<file path="src/rtl/alu_mdu.sv">
// Single-cycle ALU with an iterative multiply/divide unit and HI/LO registers.
// Mul/div results are presented combinationally during DONE and committed on its exit edge.
module alu_mdu #(
  parameter  int unsigned WIDTH = 32,
  localparam int unsigned SHW   = $clog2(WIDTH)
) (
  input  logic             clk,
  input  logic             resetn,
  input  logic             in_valid,
  output logic             in_ready,
  input  logic [4:0]       op,
  input  logic [WIDTH-1:0] a,
  input  logic [WIDTH-1:0] b,
  input  logic [SHW-1:0]   sa,
  input  logic             flush,
  output logic             out_valid,
  output logic [WIDTH-1:0] y,
  output logic             ovf,
  output logic [WIDTH-1:0] hi,
  output logic [WIDTH-1:0] lo
);

  localparam logic [4:0] OpAnd  = 5'd0,  OpOr   = 5'd1,  OpXor  = 5'd2,  OpNor  = 5'd3;
  localparam logic [4:0] OpLui  = 5'd4,  OpSll  = 5'd5,  OpSrl  = 5'd6,  OpSra  = 5'd7;
  localparam logic [4:0] OpSllv = 5'd8,  OpSrlv = 5'd9,  OpSrav = 5'd10, OpAdd  = 5'd11;
  localparam logic [4:0] OpAddu = 5'd12, OpSub  = 5'd13, OpSubu = 5'd14, OpSlt  = 5'd15;
  localparam logic [4:0] OpSltu = 5'd16, OpMult = 5'd17, OpMultu = 5'd18, OpDiv = 5'd19;
  localparam logic [4:0] OpDivu = 5'd20, OpMfhi = 5'd21, OpMflo = 5'd22, OpMthi = 5'd23;
  localparam logic [4:0] OpMtlo = 5'd24;

  typedef enum logic [1:0] {StIdle, StMul, StDiv, StDone} state_e;

  state_e             st_q, st_d;
  logic [SHW-1:0]     cnt_q, cnt_d;
  logic [2*WIDTH-1:0] acc_q, acc_d;
  logic [WIDTH-1:0]   dvs_q, dvs_d;
  logic [WIDTH-1:0]   a_q, a_d;
  logic               div_q, div_d;
  logic               qneg_q, qneg_d;
  logic               rneg_q, rneg_d;
  logic               out_valid_q, out_valid_d;
  logic [WIDTH-1:0]   y_q, y_d;
  logic               ovf_q, ovf_d;
  logic [WIDTH-1:0]   hi_q, hi_d;
  logic [WIDTH-1:0]   lo_q, lo_d;

  // Single-cycle datapath
  logic [WIDTH-1:0] add_res, sub_res, alu_y;
  logic             alu_ovf;
  logic [SHW-1:0]   vsa;

  assign add_res = a + b;
  assign sub_res = a - b;
  assign vsa     = a[SHW-1:0];

  always_comb begin
    alu_y   = '0;
    alu_ovf = 1'b0;
    case (op)
      OpAnd:  alu_y = a & b;
      OpOr:   alu_y = a | b;
      OpXor:  alu_y = a ^ b;
      OpNor:  alu_y = ~(a | b);
      OpLui:  alu_y = {b[WIDTH/2-1:0], {(WIDTH/2){1'b0}}};
      OpSll:  alu_y = b << sa;
      OpSrl:  alu_y = b >> sa;
      OpSra:  alu_y = $signed(b) >>> sa;
      OpSllv: alu_y = b << vsa;
      OpSrlv: alu_y = b >> vsa;
      OpSrav: alu_y = $signed(b) >>> vsa;
      OpAdd: begin
        alu_y   = add_res;
        alu_ovf = (a[WIDTH-1] == b[WIDTH-1]) && (add_res[WIDTH-1] != a[WIDTH-1]);
      end
      OpAddu: alu_y = add_res;
      OpSub: begin
        alu_y   = sub_res;
        alu_ovf = (a[WIDTH-1] != b[WIDTH-1]) && (sub_res[WIDTH-1] != a[WIDTH-1]);
      end
      OpSubu: alu_y = sub_res;
      OpSlt:  alu_y = {{(WIDTH-1){1'b0}}, ($signed(a) < $signed(b))};
      OpSltu: alu_y = {{(WIDTH-1){1'b0}}, (a < b)};
      OpMfhi: alu_y = hi_q;
      OpMflo: alu_y = lo_q;
      OpMthi: alu_y = a;
      OpMtlo: alu_y = a;
      default: alu_y = '0;
    endcase
  end

  // Mul/div operate on magnitudes; signs are reapplied in DONE
  logic             is_mul, is_div, is_signed;
  logic [WIDTH-1:0] abs_a, abs_b;

  assign is_mul    = (op == OpMult) || (op == OpMultu);
  assign is_div    = (op == OpDiv) || (op == OpDivu);
  assign is_signed = (op == OpMult) || (op == OpDiv);
  assign abs_a     = (is_signed && a[WIDTH-1]) ? -a : a;
  assign abs_b     = (is_signed && b[WIDTH-1]) ? -b : b;

  logic [WIDTH:0]     mul_sum;
  logic [2*WIDTH-1:0] mul_next;
  logic [WIDTH:0]     div_sh;
  logic [WIDTH+1:0]   div_trial;
  logic               div_ok;
  logic [2*WIDTH-1:0] div_next;

  assign mul_sum   = {1'b0, acc_q[2*WIDTH-1:WIDTH]} + {1'b0, {WIDTH{acc_q[0]}} & dvs_q};
  assign mul_next  = {mul_sum, acc_q[WIDTH-1:1]};
  // acc = {remainder, dividend/quotient}; quotient bits shift in from the bottom
  assign div_sh    = acc_q[2*WIDTH-1:WIDTH-1];
  assign div_trial = {1'b0, div_sh} - {2'b00, dvs_q};
  assign div_ok    = ~div_trial[WIDTH+1];
  assign div_next  = {div_ok ? div_trial[WIDTH-1:0] : div_sh[WIDTH-1:0],
                      acc_q[WIDTH-2:0], div_ok};

  logic [2*WIDTH-1:0] prod_fix;
  logic [WIDTH-1:0]   quo_fix, rem_fix, res_hi, res_lo;
  logic               done_fire;

  assign prod_fix = qneg_q ? -acc_q : acc_q;
  assign quo_fix  = qneg_q ? -acc_q[WIDTH-1:0] : acc_q[WIDTH-1:0];
  assign rem_fix  = rneg_q ? -acc_q[2*WIDTH-1:WIDTH] : acc_q[2*WIDTH-1:WIDTH];

  always_comb begin
    res_hi = prod_fix[2*WIDTH-1:WIDTH];
    res_lo = prod_fix[WIDTH-1:0];
    if (div_q) begin
      if (dvs_q == '0) begin
        res_hi = a_q;
        res_lo = '1;
      end else begin
        res_hi = rem_fix;
        res_lo = quo_fix;
      end
    end
  end

  assign done_fire = (st_q == StDone) && resetn && !flush;
  assign in_ready  = (st_q == StIdle) && resetn;

  assign out_valid = out_valid_q | done_fire;
  assign y         = done_fire ? res_lo : y_q;
  assign ovf       = ovf_q & ~done_fire;
  assign hi        = done_fire ? res_hi : hi_q;
  assign lo        = done_fire ? res_lo : lo_q;

  always_comb begin
    st_d        = st_q;
    cnt_d       = cnt_q;
    acc_d       = acc_q;
    dvs_d       = dvs_q;
    a_d         = a_q;
    div_d       = div_q;
    qneg_d      = qneg_q;
    rneg_d      = rneg_q;
    out_valid_d = 1'b0;
    y_d         = y_q;
    ovf_d       = ovf_q;
    hi_d        = hi_q;
    lo_d        = lo_q;

    unique case (st_q)
      StIdle: begin
        if (in_valid && in_ready && !flush) begin
          if (is_mul || is_div) begin
            st_d   = is_mul ? StMul : StDiv;
            cnt_d  = '0;
            acc_d  = {{WIDTH{1'b0}}, abs_a};
            dvs_d  = abs_b;
            a_d    = a;
            div_d  = is_div;
            qneg_d = is_signed && (a[WIDTH-1] ^ b[WIDTH-1]);
            rneg_d = is_signed && a[WIDTH-1];
          end else begin
            out_valid_d = 1'b1;
            y_d         = alu_y;
            ovf_d       = alu_ovf;
            if (op == OpMthi) hi_d = a;
            if (op == OpMtlo) lo_d = a;
          end
        end
      end
      StMul, StDiv: begin
        acc_d = (st_q == StMul) ? mul_next : div_next;
        cnt_d = cnt_q + SHW'(1);
        if (cnt_q == SHW'(WIDTH-1)) begin
          cnt_d = '0;
          st_d  = StDone;
        end
      end
      StDone: begin
        st_d = StIdle;
        if (done_fire) begin
          hi_d  = res_hi;
          lo_d  = res_lo;
          y_d   = res_lo;
          ovf_d = 1'b0;
        end
      end
      default: st_d = StIdle;
    endcase

    if (flush && (st_q != StIdle)) begin
      st_d  = StIdle;
      cnt_d = '0;
    end
  end

  always_ff @(posedge clk) begin
    if (!resetn) begin
      st_q        <= StIdle;
      cnt_q       <= '0;
      acc_q       <= '0;
      dvs_q       <= '0;
      a_q         <= '0;
      div_q       <= 1'b0;
      qneg_q      <= 1'b0;
      rneg_q      <= 1'b0;
      out_valid_q <= 1'b0;
      y_q         <= '0;
      ovf_q       <= 1'b0;
      hi_q        <= '0;
      lo_q        <= '0;
    end else begin
      st_q        <= st_d;
      cnt_q       <= cnt_d;
      acc_q       <= acc_d;
      dvs_q       <= dvs_d;
      a_q         <= a_d;
      div_q       <= div_d;
      qneg_q      <= qneg_d;
      rneg_q      <= rneg_d;
      out_valid_q <= out_valid_d;
      y_q         <= y_d;
      ovf_q       <= ovf_d;
      hi_q        <= hi_d;
      lo_q        <= lo_d;
    end
  end

endmodule

</file>
<file path="config.mk">
export PLATFORM = sky130hd
export DESIGN_NAME = alu_mdu
export DESIGN_NICKNAME = d
export VERILOG_FILES = /design/src/rtl/alu_mdu.sv
export SDC_FILE = /design/constraint.sdc
export NUM_CORES = 2
export LEC_CHECK = 0
export ABC_CLOCK_PERIOD_IN_PS = 3820
export CORE_MARGIN = 2
export CORE_UTILIZATION = 30
export CTS_CLUSTER_SIZE = 30
export DETAILED_ROUTE_END_ITERATION = 10
export HOLD_SLACK_MARGIN = 0.03
export SYNTH_ARGS = -nofsm -noshare
export SYNTH_HDL_FRONTEND = slang
export SYNTH_SLANG_ARGS = --single-unit
</file>
<file path="constraint.sdc">
create_clock -name clk -period 3.82 [get_ports clk]
set_clock_uncertainty 0.2 [all_clocks]
set_input_delay 0.764 -clock clk [delete_from_list [all_inputs] [get_ports clk]]
set_output_delay 0.764 -clock clk [all_outputs]
set_load 0.02 [all_outputs]
</file>
Word-level counts from Yosys, hierarchy flattened:

Index checks and enable logic that the tools add are counted.

* $add $sub $neg: 10
* $lt $le $gt $ge: 2
* equality and inequality tests: 39
* shift-type cells: 6
* multiplexer cells: 44
* bitwise logic cells: 11
* reduce and logical (&&, ||, !) cells: 35

Operators with widths (count)
* two-way mux 32 bit: 20
* case mux 32 bit (18 select lines): 1
* two-way mux 64 bit: 4
* case mux 32 bit (2 select lines): 3
* negator 32 bit: 4
* case mux 64 bit (2 select lines): 1
* bitwise AND 32 bit: 2
* less-than comparator 32 bit: 2
* negator 64 bit: 1
* left shift 32 x 5 -> 32 bit: 2
* right shift 32 x 5 -> 32 bit: 2
* >>> shifter 32 x 5 -> 32 bit: 2
* equality test 5 bit (second input constant): 10
* equality test 5 x 4 -> 1 bit (second input constant): 8
* subtractor 33 x 32 -> 34 bit: 1
* adder 32 x 32 -> 33 bit: 1
* adder 32 bit: 1
* zero test 32 bit: 1
* NOT 32 bit: 1
* OR 32 bit: 1
* subtractor 32 bit: 1
* bitwise XOR 32 bit: 1
* equality test 5 x 3 -> 1 bit (second input constant): 4
* two-way mux 5 bit: 3
* 27 further kinds: 70

* flip-flop bits (word level): 236
* input port bits: 78
* output and inout port bits: 99

Logic depth before layout (Yosys ltp):

* depth after elaboration: 7
* mapped depth: 15
* gate-level depth less buffers: 13

Least setup slack after synthesis:

OpenSTA, ideal clock, no wires.

* kind: input to register
* start: in a[0]
* end: reg y_q[28]
* arrival time: 3.868 ns
* required time: 3.488 ns
* setup slack: -0.379 ns
* stages: 14
* buffers on the path: 1
* path through: clkbuf_1 -> inv_1 -> ha_1 -> fa_1 -> or2_2 -> a221oi_1 -> o21ai_1 -> o211ai_1 -> a31oi_1 -> o21ai_1 -> a211oi_1 -> xnor2_1 -> a221oi_2 -> nor3_1

* cells in the longest elaborated chain, start to end: 5

RTL lines
* start, declared: RTL line 12 `input logic [WIDTH-1:0] a,`
* subtractor 32 bit (tied with other cells): RTL line 53 `assign sub_res = a - b;`
* case mux 32 bit (18 select lines) (*): RTL line 59 `case (op)`
* two-way mux 32 bit (*): RTL line 166 `if (is_mul || is_div) begin`
* two-way mux 32 bit (*): RTL line 165 `if (in_valid && in_ready && !flush) begin`
* case mux 32 bit (2 select lines) (*): RTL line 163 `unique case (st_q)`
* end signal, assigned: RTL line 235 `y_q <= y_d;`
* end, declared: RTL line 42 `logic [WIDTH-1:0] y_q, y_d;`

Mark *: on every way between the ends. The rest lies on a longest branch, timed or not. The select of a mux whose other input is x is not followed.
A chain may end at the register's enable or synchronous reset.

Final worst setup path:

* start: reg acc_q[14]
* end: out hi[5]

* cells in the longest elaborated chain, start to end: 4

RTL lines
* start, declared: RTL line 35 `logic [2*WIDTH-1:0] acc_q, acc_d;`
* start signal, assigned: RTL line 214 `acc_q <= '0;`
* start signal, assigned: RTL line 228 `acc_q <= acc_d;`
* negator 64 bit: RTL line 121 `assign prod_fix = qneg_q ? -acc_q : acc_q;`
* two-way mux 64 bit: RTL line 121
* two-way mux 32 bit: RTL line 128 `if (div_q) begin`
* two-way mux 32 bit
* end, declared: RTL line 19 `output logic [WIDTH-1:0] hi,`

No other way between the ends.

==> impl_metrics.csv <==
group,metric,value,unit
sta,rsz0062_at_grt,"yes",
global_route,grt_pass1_vias,39300,
routing,drt_iter0_markers,5472,
synth,yosysUniqueCellTypes,97,
layout,multi_input_area,25400,sq um
routing,wl_per_cell,32.8,um
synth,syn-num-nets,4458,
critical_path,reg2reg_to,"y_q[30]",
layout,ff_latch_area,4730,sq um
synth,synth_area_leaders,"dfxtp_1 (16%), ha_1 (7.2%), a21oi_1 (6.9%), mux2i_1 (6.5%), nand2_1 (5.9%)",
sta,finalCritPeriodShare,120,%
critical_path,crit-reg2reg-launch,"acc_q[14]",
layout,finalNetCount,5767,
floorplanning,die-area,103000,sq um
critical_path,worstPathRequired,2860,ps
global_route,grt_max_degree,90,
layout,instances_no_fill,6853,
synth,yosys.area_share.xor_xnor,6.07,%
cts,cts.sink_count,236,
global_route,overflow,0,
cts,cts_tree,"done",
critical_path,endpoint,"hi[5]",
synth,synth_compound_area_share,32.7,%
pwr,power-per-cell-area,455,nW/um^2
cts,clk_latency,600,ps
routing,finalWirelength,225000,um
synth,yosysWarnings,0,
floorplanning,die_h,320,um
global_route,track_usage,41.9,%
floorplanning,core.rowCount,116,
sta,worst_slew_pin_slew,1290,ps
critical_path,reg2regPathDepth,16,
global_route,antenna_found_initial,18,
sta,slew_violations,0,
synth,synth_top_family_by_area,"compound AO/OA/AOI/OAI gates",
run_status,outcome,"finished, violations left",
synth,yosys.area.top_type_share,15.7,%
synth,syn_inst,4203,
critical_path,cp-startpoint,"acc_q[14]",
routing,antenna_left,0,
layout,drive_above_1_share,37.1,%
synth,synth-main-ff-cell,"dfxtp_1",
place,gp_congestion,1.10,
layout,n_fill_cell,10100,
routing,viasPerCell,6.09,
cts,htreeDepth,2,
routing,drt-pass1-iter-count,8,
synth,synth_edf_count,0,
synth,synth-seq-area-share,15.7,%
critical_path,critPathLaunchType,"register",
synth,synth.cell_area,30000,sq um
worst_hold_path,hp-class,"reg2reg",
synth,async_flop_share,0,%
job,maxCapViolCount,0,
cts,cts_inserted_buffers,34,
synth,synthAdderAreaFrac,7.48,%
place,placed_area,43000,sq um
cts,cts_buffer_depth,3,
synth,yosysTopAreaCell,"dfxtp_1",
cts,cts_hold_buf,0,
synth,synthSimpleGateAreaFrac,19.7,%
cts,clockRootBuffer,"clkbuf_16",
synth,synth_mux_area_share,11.6,%
routing,route.detailed.drc,0,
routing,vias,41700,
cts,clkSlewWorstSetupHoldPaths,60,ps
synth,synth_top_cells_by_count,"nand2_1 (472), a21oi_1 (411), nor2_1 (366)",
sta,finalWorstSetupSlack,-749,ps
place,hpwl,184000,um
critical_path,reg2reg_slack,-200,ps
sta,fin_crit,4570,ps
sta,setup_viol,61,
pwr,peakVddDrop,733,uV
floorplanning,die_w,320,um
synth,ys_ff_latch,236,
critical_path,path_class,"reg2out",
sta,clock.fmax,219,MHz
synth,synth_most_common_cell,"nand2_1",
layout,post-route-cell-area,47000,sq um
layout,area_delta_synth_final,56.7,%
pwr,p_leak,20.2,nW
place,io_buffer_count,176,
floorplanning,core_area,99700,sq um
floorplanning,pin_count,177,
global_route,grt_pass1_wl,304000,um
run_status,violations,"negative setup slack",
place,pre_cts_slack,-1430,ps
place,dp.cells,6674,
sta,holdWs,250,ps
sta,slew_headroom,13.4,%
critical_path,end_kind,"output port",
critical_path,arrival,3600,ps
sta,finalHoldViolCount,0,
critical_path,critPathMaxFanout,4,
synth,avgSynthCellArea,7.14,sq um
floorplanning,initial_core_util,30.1,%
[layout make-up]
type                            instances  area share, %
Antenna cell                           18         0.0958
Clock buffer                           46           2.05
Clock inverter                         15          0.394
Inverter                              161           1.30
Sequential cell                       236           10.1
Tap cell                             1298           3.45
Multi-Input combinational cell       3446           53.9
Timing Repair Buffer                 1633           28.7
[placed cells by master (no fill, tap or decap), types with 28 or more instances in the layout]
cell type	instances
o22ai_1	40
a31oi_1	36
nand3_1	86
o21ai_0	242
nand4_1	37
mux2i_1	180
buf_12	52
a22oi_1	38
o21ai_1	29
clkbuf_16	35
a21oi_1	381
clkdlybuf4s50_1	63
o21a_1	65
ha_1	157
o221ai_1	34
buf_4	1370
xnor2_1	133
nor2_1	348
buf_6	93
mux4_2	58
nor3_1	64
dfxtp_1	228
a221oi_1	28
a211oi_1	83
a21o_1	59
xor2_1	66
o21ai_2	40
inv_1	143
o211ai_1	84
and3_1	29
nand2_1	446
[report_power, final]
part | internal (W) | switching (W)
sequential | 0.00266 | 0.000246
clock | 0.00194 | 0.00151
combinational | 0.00661 | 0.00843
[flip-flops by register name, summed over array words and instances (netlist names), 2 cells and up]
register  flops
y_q          32
lo_q         32
acc_q        64
a_q          32
dvs_q        32
st_q          2
hi_q         32
cnt_q         5
[cells by family after synthesis]
kind of cell / Yosys count
compound gates: 1505
simple gates: 1284
buf+inv: 521
mux: 272
flops: 236
xor+xnor: 208
fa+ha+maj: 177
[worst min-delay path by stage]
stage	start	end	cells after the start	slack [ps]
after CTS	a_q[13]	a_q[13]	2	250
after global routing	a_q[29]	a_q[29]	2	270
after global placement	a_q[0]	a_q[0]	2	240
final	a_q[3]	a_q[3]	2	250
after floorplan	a_q[0]	a_q[0]	2	230
after detailed placement	a_q[13]	a_q[13]	2	240
[worst max-delay path: stages (launching register included)]
cell	delay, ps
dfxtp_2	320
or4_4	540
buf_6	150
nor4_4	260
buf_4	170
nand4_1	100
buf_6	180
buf_8	130
buf_6	130
o31ai_4	190
xnor2_1	110
mux2i_2	310
o21ai_1	110
buf_4	180
buf_6	130
[through the flow]
step	power (W)	TNS, ps	utilization (%)
floorplan	0.00941	-15.1	-
global route	0.0223	-31420	47.1
CTS	0.0204	-25390	46.2
finish	0.0214	-28470	47.2
detailed placement	0.0152	-65580	43.2
global placement	0.0151	-63740	43.2
[routing by layer]
metal	wire, um	track usage (%)
met1	85600	50.6
met2	95500	63.9
met3	23500	11.7
met4	19800	30.3
met5	49	0
[repair_timing]
action | CTS | global route
pin swaps | 126 | 112
setup endpoints to repair | 135 | 132
buffers inserted | 69 | 42
gates cloned | 2 | 1
resized for setup | 750 | 212
Power figures use the tool's default switching activity.
